### config.mk
export PLATFORM = sky130hd
export DESIGN_NAME = alarm_buzzer_ctrl
export DESIGN_NICKNAME = d
export VERILOG_FILES = /design/src/rtl/alarm_buzzer_ctrl.sv
export SDC_FILE = /design/constraint.sdc
export NUM_CORES = 1
export LEC_CHECK = 0
export ABC_AREA = 1
export CORE_MARGIN = 1
export CORE_UTILIZATION = 60
export CTS_CLUSTER_SIZE = 40
export DETAILED_ROUTE_END_ITERATION = 8
export PLACE_DENSITY = 0.78
export SETUP_SLACK_MARGIN = 0.1
export SYNTH_ARGS = -nofsm -noshare
export SYNTH_HDL_FRONTEND = slang
export SYNTH_SLANG_ARGS = --single-unit
### constraint.sdc
create_clock -name clk -period 3.3 [get_ports clk]
set_clock_uncertainty 0.1 [all_clocks]
set_input_delay 0.33 -clock clk [delete_from_list [all_inputs] [get_ports clk]]
set_output_delay 0.33 -clock clk [all_outputs]
set_load 0.03 [all_outputs]
### src/rtl/alarm_buzzer_ctrl.sv
// Alarm buzzer controller: turns the alarm ring level into a beeping buzzer
// drive, with snooze/dismiss handling, an unanswered-alert timeout and re-fire blocking.
module alarm_buzzer_ctrl #(
  parameter int TONE_DIV          = 25000,
  parameter int BEAT_DIV          = 50000000,
  parameter int SNOOZE_MIN        = 5,
  parameter int ALERT_TIMEOUT_MIN = 3,
  parameter int MAX_SNOOZE        = 3
) (
  input  logic clk,
  input  logic rst,
  input  logic ring,
  input  logic min_tick,
  input  logic btn_snooze,
  input  logic btn_dismiss,
  output logic buzzer,
  output logic alerting,
  output logic snoozing
);

  localparam int TONE_W = (TONE_DIV > 1) ? $clog2(TONE_DIV) : 1;
  localparam int BEAT_W = (BEAT_DIV > 1) ? $clog2(BEAT_DIV) : 1;
  localparam int AM_W   = (ALERT_TIMEOUT_MIN > 1) ? $clog2(ALERT_TIMEOUT_MIN) : 1;
  // These two counters must hold their parameter value itself, hence the +1.
  localparam int SL_W   = $clog2(SNOOZE_MIN + 1);
  localparam int SU_W   = $clog2(MAX_SNOOZE + 1);

  localparam logic [TONE_W-1:0] TONE_LAST  = TONE_W'(TONE_DIV - 1);
  localparam logic [BEAT_W-1:0] BEAT_LAST  = BEAT_W'(BEAT_DIV - 1);
  localparam logic [AM_W-1:0]   AM_LAST    = AM_W'(ALERT_TIMEOUT_MIN - 1);
  localparam logic [SL_W-1:0]   SL_INIT    = SL_W'(SNOOZE_MIN);
  localparam logic [SL_W-1:0]   SL_ONE     = SL_W'(1);
  localparam logic [SU_W-1:0]   SU_MAX     = SU_W'(MAX_SNOOZE);

  typedef enum logic [1:0] {
    IDLE     = 2'd0,
    ALERT    = 2'd1,
    SNOOZE   = 2'd2,
    WAIT_CLR = 2'd3
  } state_t;

  state_t              r_state;
  logic                r_ring_d;
  logic                r_buzzer;
  logic                r_beat_on;
  logic                r_tone;
  logic [TONE_W-1:0]   r_tone_cnt;
  logic [BEAT_W-1:0]   r_beat_cnt;
  logic [AM_W-1:0]     r_alert_min;
  logic [SL_W-1:0]     r_snooze_left;
  logic [SU_W-1:0]     r_snooze_used;

  logic w_trig;
  logic w_timeout;
  logic w_snooze_done;
  logic w_enter_alert;
  logic w_alert_hold;

  assign w_trig        = ring & ~r_ring_d;
  assign w_timeout     = min_tick & (r_alert_min == AM_LAST);
  assign w_snooze_done = min_tick & (r_snooze_left == SL_ONE);

  assign w_enter_alert = ((r_state == IDLE) & w_trig) |
                         ((r_state == SNOOZE) & ~btn_dismiss & w_snooze_done);

  // Any snooze press leaves ALERT (to SNOOZE or, when exhausted, to WAIT_CLR),
  // so the buzzer is silenced in the same cycle the state changes.
  assign w_alert_hold  = (r_state == ALERT) & ~btn_dismiss & ~btn_snooze & ~w_timeout;

  always_ff @(posedge clk) begin
    if (rst) begin
      r_state       <= IDLE;
      // NOTE: ring_d resets high so a ring already in progress is not seen as a fresh rising edge.
      r_ring_d      <= 1'b1;
      r_buzzer      <= 1'b0;
      r_beat_on     <= 1'b0;
      r_tone        <= 1'b0;
      r_tone_cnt    <= '0;
      r_beat_cnt    <= '0;
      r_alert_min   <= '0;
      r_snooze_left <= '0;
      r_snooze_used <= '0;
    end else begin
      r_ring_d <= ring;
      r_buzzer <= w_alert_hold & r_beat_on & r_tone;

      unique case (r_state)
        IDLE: begin
          if (w_trig) r_state <= ALERT;
        end
        ALERT: begin
          if (btn_dismiss) begin
            r_state <= WAIT_CLR;
          end else if (btn_snooze && (r_snooze_used == SU_MAX)) begin
            r_state <= WAIT_CLR;
          end else if (btn_snooze) begin
            r_state       <= SNOOZE;
            r_snooze_left <= SL_INIT;
            r_snooze_used <= r_snooze_used + 1'b1;
          end else if (w_timeout) begin
            r_state <= WAIT_CLR;
          end else if (min_tick) begin
            r_alert_min <= r_alert_min + 1'b1;
          end
        end
        SNOOZE: begin
          if (btn_dismiss) begin
            r_state <= WAIT_CLR;
          end else if (w_snooze_done) begin
            r_state <= ALERT;
          end else if (min_tick) begin
            r_snooze_left <= r_snooze_left - 1'b1;
          end
        end
        WAIT_CLR: begin
          if (!ring) begin
            r_state       <= IDLE;
            r_snooze_used <= '0;
          end
        end
        default: r_state <= IDLE;
      endcase

      // Every entry into ALERT restarts the tone/beat pattern and the timeout.
      if (w_enter_alert) begin
        r_beat_on   <= 1'b1;
        r_tone      <= 1'b1;
        r_tone_cnt  <= '0;
        r_beat_cnt  <= '0;
        r_alert_min <= '0;
      end else if (r_state == ALERT) begin
        if (r_tone_cnt == TONE_LAST) begin
          r_tone_cnt <= '0;
          r_tone     <= ~r_tone;
        end else begin
          r_tone_cnt <= r_tone_cnt + 1'b1;
        end
        if (r_beat_cnt == BEAT_LAST) begin
          r_beat_cnt <= '0;
          r_beat_on  <= ~r_beat_on;
        end else begin
          r_beat_cnt <= r_beat_cnt + 1'b1;
        end
      end
    end
  end

  assign buzzer   = r_buzzer;
  assign alerting = (r_state == ALERT);
  assign snoozing = (r_state == SNOOZE);

endmodule

[Word level (Yosys, flattened, before mapping)]
Index checks and enable logic that the tools add are counted.
W data, S select, Z words.
Storage, ports and cells
  register bits: 54
  input bits: 6
  output and inout bits: 3
Operators by class
  $add $sub $neg: 5
  equal/unequal tests: 18
  mux-type cells: 28
  bitwise logic cells: 19
  reduce and logical (&&, ||, !) cells: 14
Operator list (count)
  $add A26 B1 Y26 const B: 1
  $eq A26 B26 Y1 const B: 1
  $mux W26: 1
  $mux W2: 11
  $mux W3: 6
  $ne A2 B2 Y1 const B: 8
  $add A15 B1 Y15 const B: 1
  $eq A15 B15 Y1 const B: 1
  $mux W15: 1
  $and A1 B1 Y1: 11
  $reduce_bool A2 Y1: 5
  $eq A2 B2 Y1 const B: 4
  $pmux W2 S4: 1
  $not A1 Y1: 7
  $reduce_and A7 Y1: 1
  $mux W1: 6
  $pmux W3 S2: 1
  $reduce_and A6 Y1: 1
  $ne A5 B3 Y1 const B: 1
  $reduce_and A5 Y1: 1
  $add A2 B1 Y2 const B: 2
  $pmux W2 S2: 1
  $reduce_and A2 Y1: 2
  $reduce_and A4 Y1: 1
  other kinds (8): 8

[Depth between registers and ports, before layout]
Gate-level depths: netlist (run 1).
  word-level depth: 7
  depth in mapped cells: 11
  mapped depth without buffers: 11

[Worst setup path before layout (run 1)]
No wires, ideal clock.
  path kind: flip-flop to flip-flop
  start point: register r_state[1]
  end point: register r_beat_cnt[5]
  arrival: 1.471 ns
  data required time: 3.085 ns
  slack: 1.614 ns
  stages on the path, launching flop included: 9
  cell sequence: dfxtp_1 -> inv_1 -> nor2_2 -> nand3_1 -> nand3_1 -> inv_2 -> nand2_2 -> buf_4 -> nor2_1
On the way
  word-level cells in the longest chain between the ends: 5
  elaborated cells on any way between the ends: 8
  classes of those cells: eq/ne: 2; bitwise: 4; reduce/logical: 2
Ends and longest elaborated chain
  from (decl): RTL line 42  | state_t r_state;
  from (signal assigned): RTL line 72  | r_state <= IDLE;
  from (signal assigned): RTL line 89  | if (w_trig) r_state <= ALERT;
  from (signal assigned): RTL line 93  | r_state <= WAIT_CLR;
  $eq A2 B2 Y1
  named net snoozing: RTL line 18  | output logic snoozing
  $and A1 B1 Y1 (2 in series): RTL line 64  | ((r_state == SNOOZE) & ~btn_dismiss & w_snooze_done);
  $or A1 B1 Y1: RTL line 63  | assign w_enter_alert = ((r_state == IDLE) & w_trig) |
  $reduce_or A2 Y1 (no source line)
  to (signal assigned): RTL line 142  | r_beat_cnt <= r_beat_cnt + 1'b1;
  to (decl): RTL line 48  | logic [BEAT_W-1:0] r_beat_cnt;
The timed path passes the listed nets, and every way through them passes these cells.
A chain may end at the register's enable or synchronous reset.

[Worst setup path after layout (run 1)]
  start point: register r_state[0]
  end point: output alerting
On the way
  word-level cells in the longest chain between the ends: 1
Ends and longest elaborated chain
  $eq A2 B1 Y1: RTL line 149  | assign alerting = (r_state == ALERT);
  to (decl): RTL line 17  | output logic alerting,
No other way between the ends.

==> metrics.md, run 1 <==
| Metric | Value |
|---|---|
| Post-CTS Setup Inserts | `0` |
| Fin. max-slew vios | `0` |
| CP Launch Point | `r_state[0]$_SDFFE_PP0P_` |
| Core ar. | `about 4700 µm²` |
| Busiest grt layer | `met2` |
| HP Start | `r_snooze_used[0]$_SDFFE_PP0P_` |
| RR Startpoint | `r_state[0]$_SDFFE_PP0P_` |
| Final hold vios | `0` |
| GRT Total Usage | `about a quarter` |
| Seq/Total Area, Yosys | `a little over a third` |
| Crit path max fanout | `13` |
| Layout fillers | `around 440` |
| Final Util | `approximately two thirds` |
| Initial antenna violation count | `0` |
| Synth Register Bits | `54` |
| Mean Syn Cell Area | `6.45 µm²` |
| CTS tree | `built` |
| Longest Clk Path Bufs | `2` |
| Routed length per instance | `between 10 and 15 µm` |
| DRT iter0 DRCs | `between 200 and 250` |
| Status | `finished, final reports clean` |
| Rel. slew slack | `roughly 58%` |
| Dpl hpwl | `4670 µm` |
| Antenna Nets Post-Route | `0` |
| Synth Instances | `between 400 and 500` |
| CP Capture Type | `output port` |
| Netlist cell types | `32` |
| Clock Sinks | `54` |
| Cts hold-fix bufs | `0` |
| GR Util met1 | `35.7%` |
| Worst Tran Pin Value | `about 0.63 ns` |
| PostCTS Resize Cnt | `0` |
| I/O pin cnt | `9` |
| Setup crit start kind | `register` |
| Clock Pin Slew Worst Setup and Hold Paths | `0.09 ns` |
| Vias in the first global route | `approximately 2400` |
| Tcrit/Tclk final | `76.8%` |
| Row cnt | `25` |
| Die height | `slightly above 70 µm` |
| P_leak | `approximately 1.3 nW` |
| # diodes | `0` |
| Layout net count | `between 400 and 500` |
| TritonCTS Buffers | `5` |
| Max VDD drop | `0.241 mV` |
| Via density | `5.14` |
| Most common cell after layout, fill and taps aside | `nand2_1` |
| Req. time, crit path | `2.87 ns` |
| Most frequent cells in the layout | `nand2_1, nor2_1, inv_1` |
| Met2 usage in global routing | `a little under two fifths` |
| Met3 Usage GRT | `under 10%` |
| First-pass GRT wire length | `around 10000 µm` |
| DR vias | `about 2800` |
| Number of port buffers | `8` |
| Yosys warning total | `0` |
| Drt first pass iters | `4` |
| Setup violators final | `0` |
| Power Dens Cells | `around 350 nW/µm²` |
| Period minus WS final | `2.53 ns` |
| Syn_nets | `~470` |
| Area Growth Syn to Fin | `7.92%` |
| Htree depth | `2` |
| Fmax | `395 MHz` |
| Initial Util | `62.6%` |
| Placer Congestion | `between 0.9 and 1` |
| Root buffer cell | `clkbuf_8` |
| Hold crit path type | `register to register` |
| RSZ-0062 raised after global routing | `false` |
| Worst skew pair latency | `0.31 ns` |
| Post-route setup TNS | `0 ns` |
| WP data arrival | `~2.1 ns` |
| Worst hold slack | `about 0.37 ns` |
| Final wirelength | `6080 µm` |
| Mapped cell area | `slightly below 3000 µm²` |
| Critical path class | `register to output port` |
| Layout cell share with drive strength beyond 1 | `under 10%` |
| Largest net degree at the start of global routing | `16` |
| Die width | `roughly 72 µm` |
| Drt drc | `0` |
| Die area | `between 5000 and 6000 µm²` |
| Remaining Overflow, GRT | `0` |
| Max Cap Viol | `0` |
-- path summary, 6_finish.rpt --
path	endpoint	slack, ns	cells after the start
hold reg to reg	r_snooze_used[0]$_SDFFE_PP0P_	0.37	1
hold / removal	r_snooze_used[0]$_SDFFE_PP0P_	0.37	1
setup / recovery	alerting	0.77	3
setup reg to reg	r_beat_cnt[21]$_SDFFE_PP0N_	1.13	9
-- through the flow --
step           cells  power, W  area (µm²)  setup slack [ns]
2_1_floorplan    458  0.000738        2960              1.61
3_3_place_gp     530  0.000759        3100              1.07
3_5_place_dp     530  0.000761        3100              1.02
4_1_cts          538   0.00114        3190             0.798
5_1_grt          538   0.00117        3190             0.703
6_report         538   0.00113        3190             0.766
-- Yosys cell counts --
library cell	number	share of area, %
o21ai_1	2	0.34
nand3_2	1	0.34
o21bai_1	1	0.25
nand4_1	8	1.7
nand3_1	35	5.9
buf_4	2	0.51
nor3b_1	3	0.76
mux2i_1	1	0.34
or2_2	1	0.21
nor3_2	1	0.34
nor2_1	94	12
dfxtp_1	54	37
nand2_1	109	14
a31o_2	1	0.30
xor2_1	12	3.6
nand3b_1	3	0.76
buf_2	2	0.34
nor2_2	6	1.3
inv_2	5	0.64
a21oi_1	13	2.2
o211ai_1	1	0.25
o22ai_1	1	0.21
o21ai_0	9	1.5
ha_1	7	3.0
o21a_1	2	0.51
buf_6	1	0.38
nand4_2	1	0.42
nor3_1	15	2.5
a21o_1	1	0.25
inv_1	61	7.7
nand2_2	3	0.64
nor4_1	2	0.42
-- worst max-delay path: stages (launching register included) --
cell and delay [ns]:
dfxtp_1 0.44, inv_2 0.06, nor2_2 0.49, clkdlybuf4s50_1 0.80
-- flip-flops by register name (all words and copies together), names as in the netlist --
register,count
r_beat_cnt,26
r_tone_cnt,15
r_snooze_left,3
r_alert_min,2
r_snooze_used,2
r_state,2
buzzer,1
r_beat_on,1
r_ring_d,1
r_tone,1
-- logic make-up (layout without fill, tap and decap cells) --
kind of cell    count (synthesis)  in the layout  synth area share [%]
fa+ha+maj                       7              7                  2.96
flops                          54             54                  36.6
compound gates                 31             31                  5.84
buf+inv                        71             84                  9.61
simple gates                  282            282                  41.1
mux                             1              1                 0.339
xor+xnor                       12             12                  3.56
-- layer usage --
metal	routed length, µm	vias up	share of wire [%]
met1	3010	1208	50
met2	2520	79	42
met4	114	0	1.9
met3	424	11	7.0
met5	0	-	0
li1	-	1470	-
-- report_power, final --
part           leakage (nW)  internal (W)  switching, W
Clock                0.0482      0.000170      0.000210
Combinational         0.802     0.0000269     0.0000521
Sequential            0.436      0.000660    0.00000765
Total                  1.29      0.000856      0.000270
-- cell type report --
cell class / count / area, µm² / area share, %
Multi-Input combinational cell: 333 / 1590 / 49.9
Timing Repair Buffer: 10 / 95.1 / 2.98
Inverter: 66 / 248 / 7.77
Sequential cell: 54 / 1080 / 33.9
Tap cell: 67 / 83.8 / 2.63
Clock inverter: 1 / 5.00 / 0.157
Clock buffer: 7 / 86.3 / 2.71
(Power assumes the default switching activity.)
==> inputs of run 2 (changes only) <==
- CORE_UTILIZATION: 60 -> 55
- PLACE_DENSITY: 0.78 -> 0.75
- clock period: 3.3 -> 2.1 ns (I/O delays scaled with it)
==> run 2 against run 1 <==
Compared with the run above: worst hold slack got worse by 0.0017 ns; sequential share of layout area down 0.56 points; sequential cell count did not move; critical path depth is 4 higher; die area rose by 8.8%.
==> metrics.md, run 2 (synthesized netlist as in run 1, its figures left out) <==
| Metric | Value |
|---|---|
| Status | `finished, final reports clean` |
| Via density | `5.08` |
| Reg with most FFs | `r_beat_cnt` |
| Clock power share | `36.6%` |
| Routed length per instance | `around 11 µm` |
| Vias in the first global route | `between 2000 and 2500` |
| P_leak | `around 1.3 nW` |
| Max VDD drop | `around 0.43 mV` |
| First-pass GRT wire length | `between 10000 and 15000 µm` |
| Dpl hpwl | `roughly 4800 µm` |
| WP data arrival | `1.90 ns` |
| GRT Total Usage | `a little under a quarter` |
| Layout net count | `just under 500` |
| Htree depth | `2` |
| Total power | `roughly 0.0019 W` |
| Setup violators final | `0` |
| Hold path cells | `2` |
| Worst Setup EP | `r_alert_min[0]$_SDFFE_PP0P_` |
| Final wirelength | `around 6200 µm` |
| Worst skew pair latency | `0.30 ns` |
| # diodes | `0` |
| DR vias | `2770` |
| Placer Congestion | `just over 0.9` |
| Psw | `0.000428 W` |
| DRT iter0 DRCs | `roughly 230` |
| Die area | `about 5700 µm²` |
| Number of port buffers | `8` |
| Reg-to-reg critical path endpoint | `r_alert_min[0]$_SDFFE_PP0P_` |
| Initial antenna violation count | `0` |
| Max reg flops | `26` |
| Fmax | `around 560 MHz` |
| Setup crit start kind | `register` |
| PostCTS Resize Cnt | `1` |
| Rel. slew slack | `roughly 76%` |
| Critical path class | `register to register` |
| Final hold vios | `0` |
| Remaining Overflow, GRT | `0` |
| Core ar. | `roughly 5100 µm²` |
| CTS tree | `built` |
| Crit path max fanout | `11` |
| Layout fillers | `527` |
| Biggest regs | `r_beat_cnt: 26 flops, r_tone_cnt: 15 flops, r_snooze_left: 3 flops` |
| Setup slack, reg-to-reg | `0.31 ns` |
| Drt drc | `0` |
| Antenna Nets Post-Route | `0` |
| Die height | `approximately 75 µm` |
| Root buffer cell | `clkbuf_8` |
| Power Dens Cells | `575 nW/µm²` |
| Most common cell after layout, fill and taps aside | `nand2_1` |
| Cts hold-fix bufs | `0` |
| Tcrit/Tclk final | `about 85%` |
| Switch share | `between 20% and 30%` |
| Layout cell share with drive strength beyond 1 | `roughly 7.2%` |
| CP Capture Type | `register` |
| Clock Pin Slew Worst Setup and Hold Paths | `about 0.10 ns` |
| Row cnt | `26` |
| Req. time, crit path | `approximately 2.2 ns` |
| Initial Util | `a little under three fifths` |
| Longest Clk Path Bufs | `2` |
| CP Launch Point | `r_state[0]$_SDFFE_PP0P_` |
| RR Startpoint | `r_state[0]$_SDFFE_PP0P_` |
| Hold crit path type | `register to register` |
| Worst R2R Path Depth | `7` |
| Most frequent cells in the layout | `nand2_1, nor2_1, inv_1` |
| RSZ-0062 raised after global routing | `false` |
| Fin. max-slew vios | `0` |
| Comb pwr share | `under 10%` |
| Drt first pass iters | `4` |
| Post-CTS Setup Inserts | `0` |
| I/O pin cnt | `9` |
| Worst Tran Pin Value | `roughly 0.36 ns` |
| Max Cap Viol | `0` |
| TritonCTS Buffers | `5` |
| Largest net degree at the start of global routing | `17` |
| P_int | `roughly 0.0014 W` |
| Period minus WS final | `~1.8 ns` |
| Die width | `about 75 µm` |
| Area Growth Syn to Fin | `9.74%` |
| Clock Sinks | `54` |
| Sequential share of power | `56.3%` |
| Post-route setup TNS | `0 ns` |
run 2: changes by cell type in the layout (fill, tap and decap cells not counted):
cell,before,now
buf_4,2,8
clkbuf_8,6,5
bufinv_16,0,1
clkinv_4,0,1
clkbuf_1,1,0
clkdlybuf4s50_1,8,6
clkinv_2,1,0
dlygate4sd2_1,0,1
run 2: worst min-delay path by stage:
stage | from | to | slack, ns
after floorplan | rst | r_snooze_left[2]$_SDFFE_PP0P_ | 0.18
after global placement | r_snooze_used[0]$_SDFFE_PP0P_ | r_snooze_used[0]$_SDFFE_PP0P_ | 0.35
after detailed placement | r_tone$_SDFFE_PP0P_ | buzzer$_SDFF_PP0_ | 0.36
after CTS | r_tone$_SDFFE_PP0P_ | buzzer$_SDFF_PP0_ | 0.37
after global routing | r_snooze_used[0]$_SDFFE_PP0P_ | r_snooze_used[0]$_SDFFE_PP0P_ | 0.39
final | r_tone$_SDFFE_PP0P_ | buzzer$_SDFF_PP0_ | 0.37
run 2: layout make-up:
class | count | area, µm² | area share (%)
clock buffer | 5 | 68.8 | 2.12
clock inverter | 2 | 38.8 | 1.20
inverter | 66 | 248 | 7.64
multi-input combinational | 333 | 1590 | 49.0
sequential | 54 | 1080 | 33.3
tap | 70 | 87.6 | 2.70
timing repair buffer | 15 | 129 | 3.97
run 2: power by group through the flow:
stage	combinational [W]	clock, W	sequential (W)
2_1_floorplan	0.0000894	0	0.00107
3_3_place_gp	0.000130	0	0.00107
3_5_place_dp	0.000132	0	0.00107
4_1_cts	0.000132	0.000697	0.00105
5_1_grt	0.000149	0.000733	0.00105
6_report	0.000132	0.000683	0.00105
run 2: metrics by stage:
stage	std cells	setup slack, ns	instance area, µm²	util [%]	hold slack [ns]
after CTS	545	0.329	3240	63.1	0.375
after global routing	545	0.185	3240	63.1	0.392
after floorplan	458	0.414	2960	-	0.179
after global placement	538	0.247	3140	61.0	0.350
final	545	0.309	3240	63.1	0.371
after detailed placement	538	0.180	3140	61.0	0.360
run 2: worst max-delay path, cell delays in order (launching register included):
cell and delay (ns):
dfxtp_1 0.45, inv_2 0.06, nor2_2 0.18, buf_4 0.24
nand3_1 0.14, nor2_1 0.27, a21oi_1 0.12, o21a_1 0.12
run 2: metal layers:
layer | global-route usage [%] | routed length, µm | vias to the layer above
li1 | - | - | 1472
met4 | 4.53 | 24 | 0
met5 | 0 | 0 | -
met2 | 40.7 | 2810 | 49
met3 | 3.57 | 263 | 2
met1 | 32.7 | 3050 | 1247
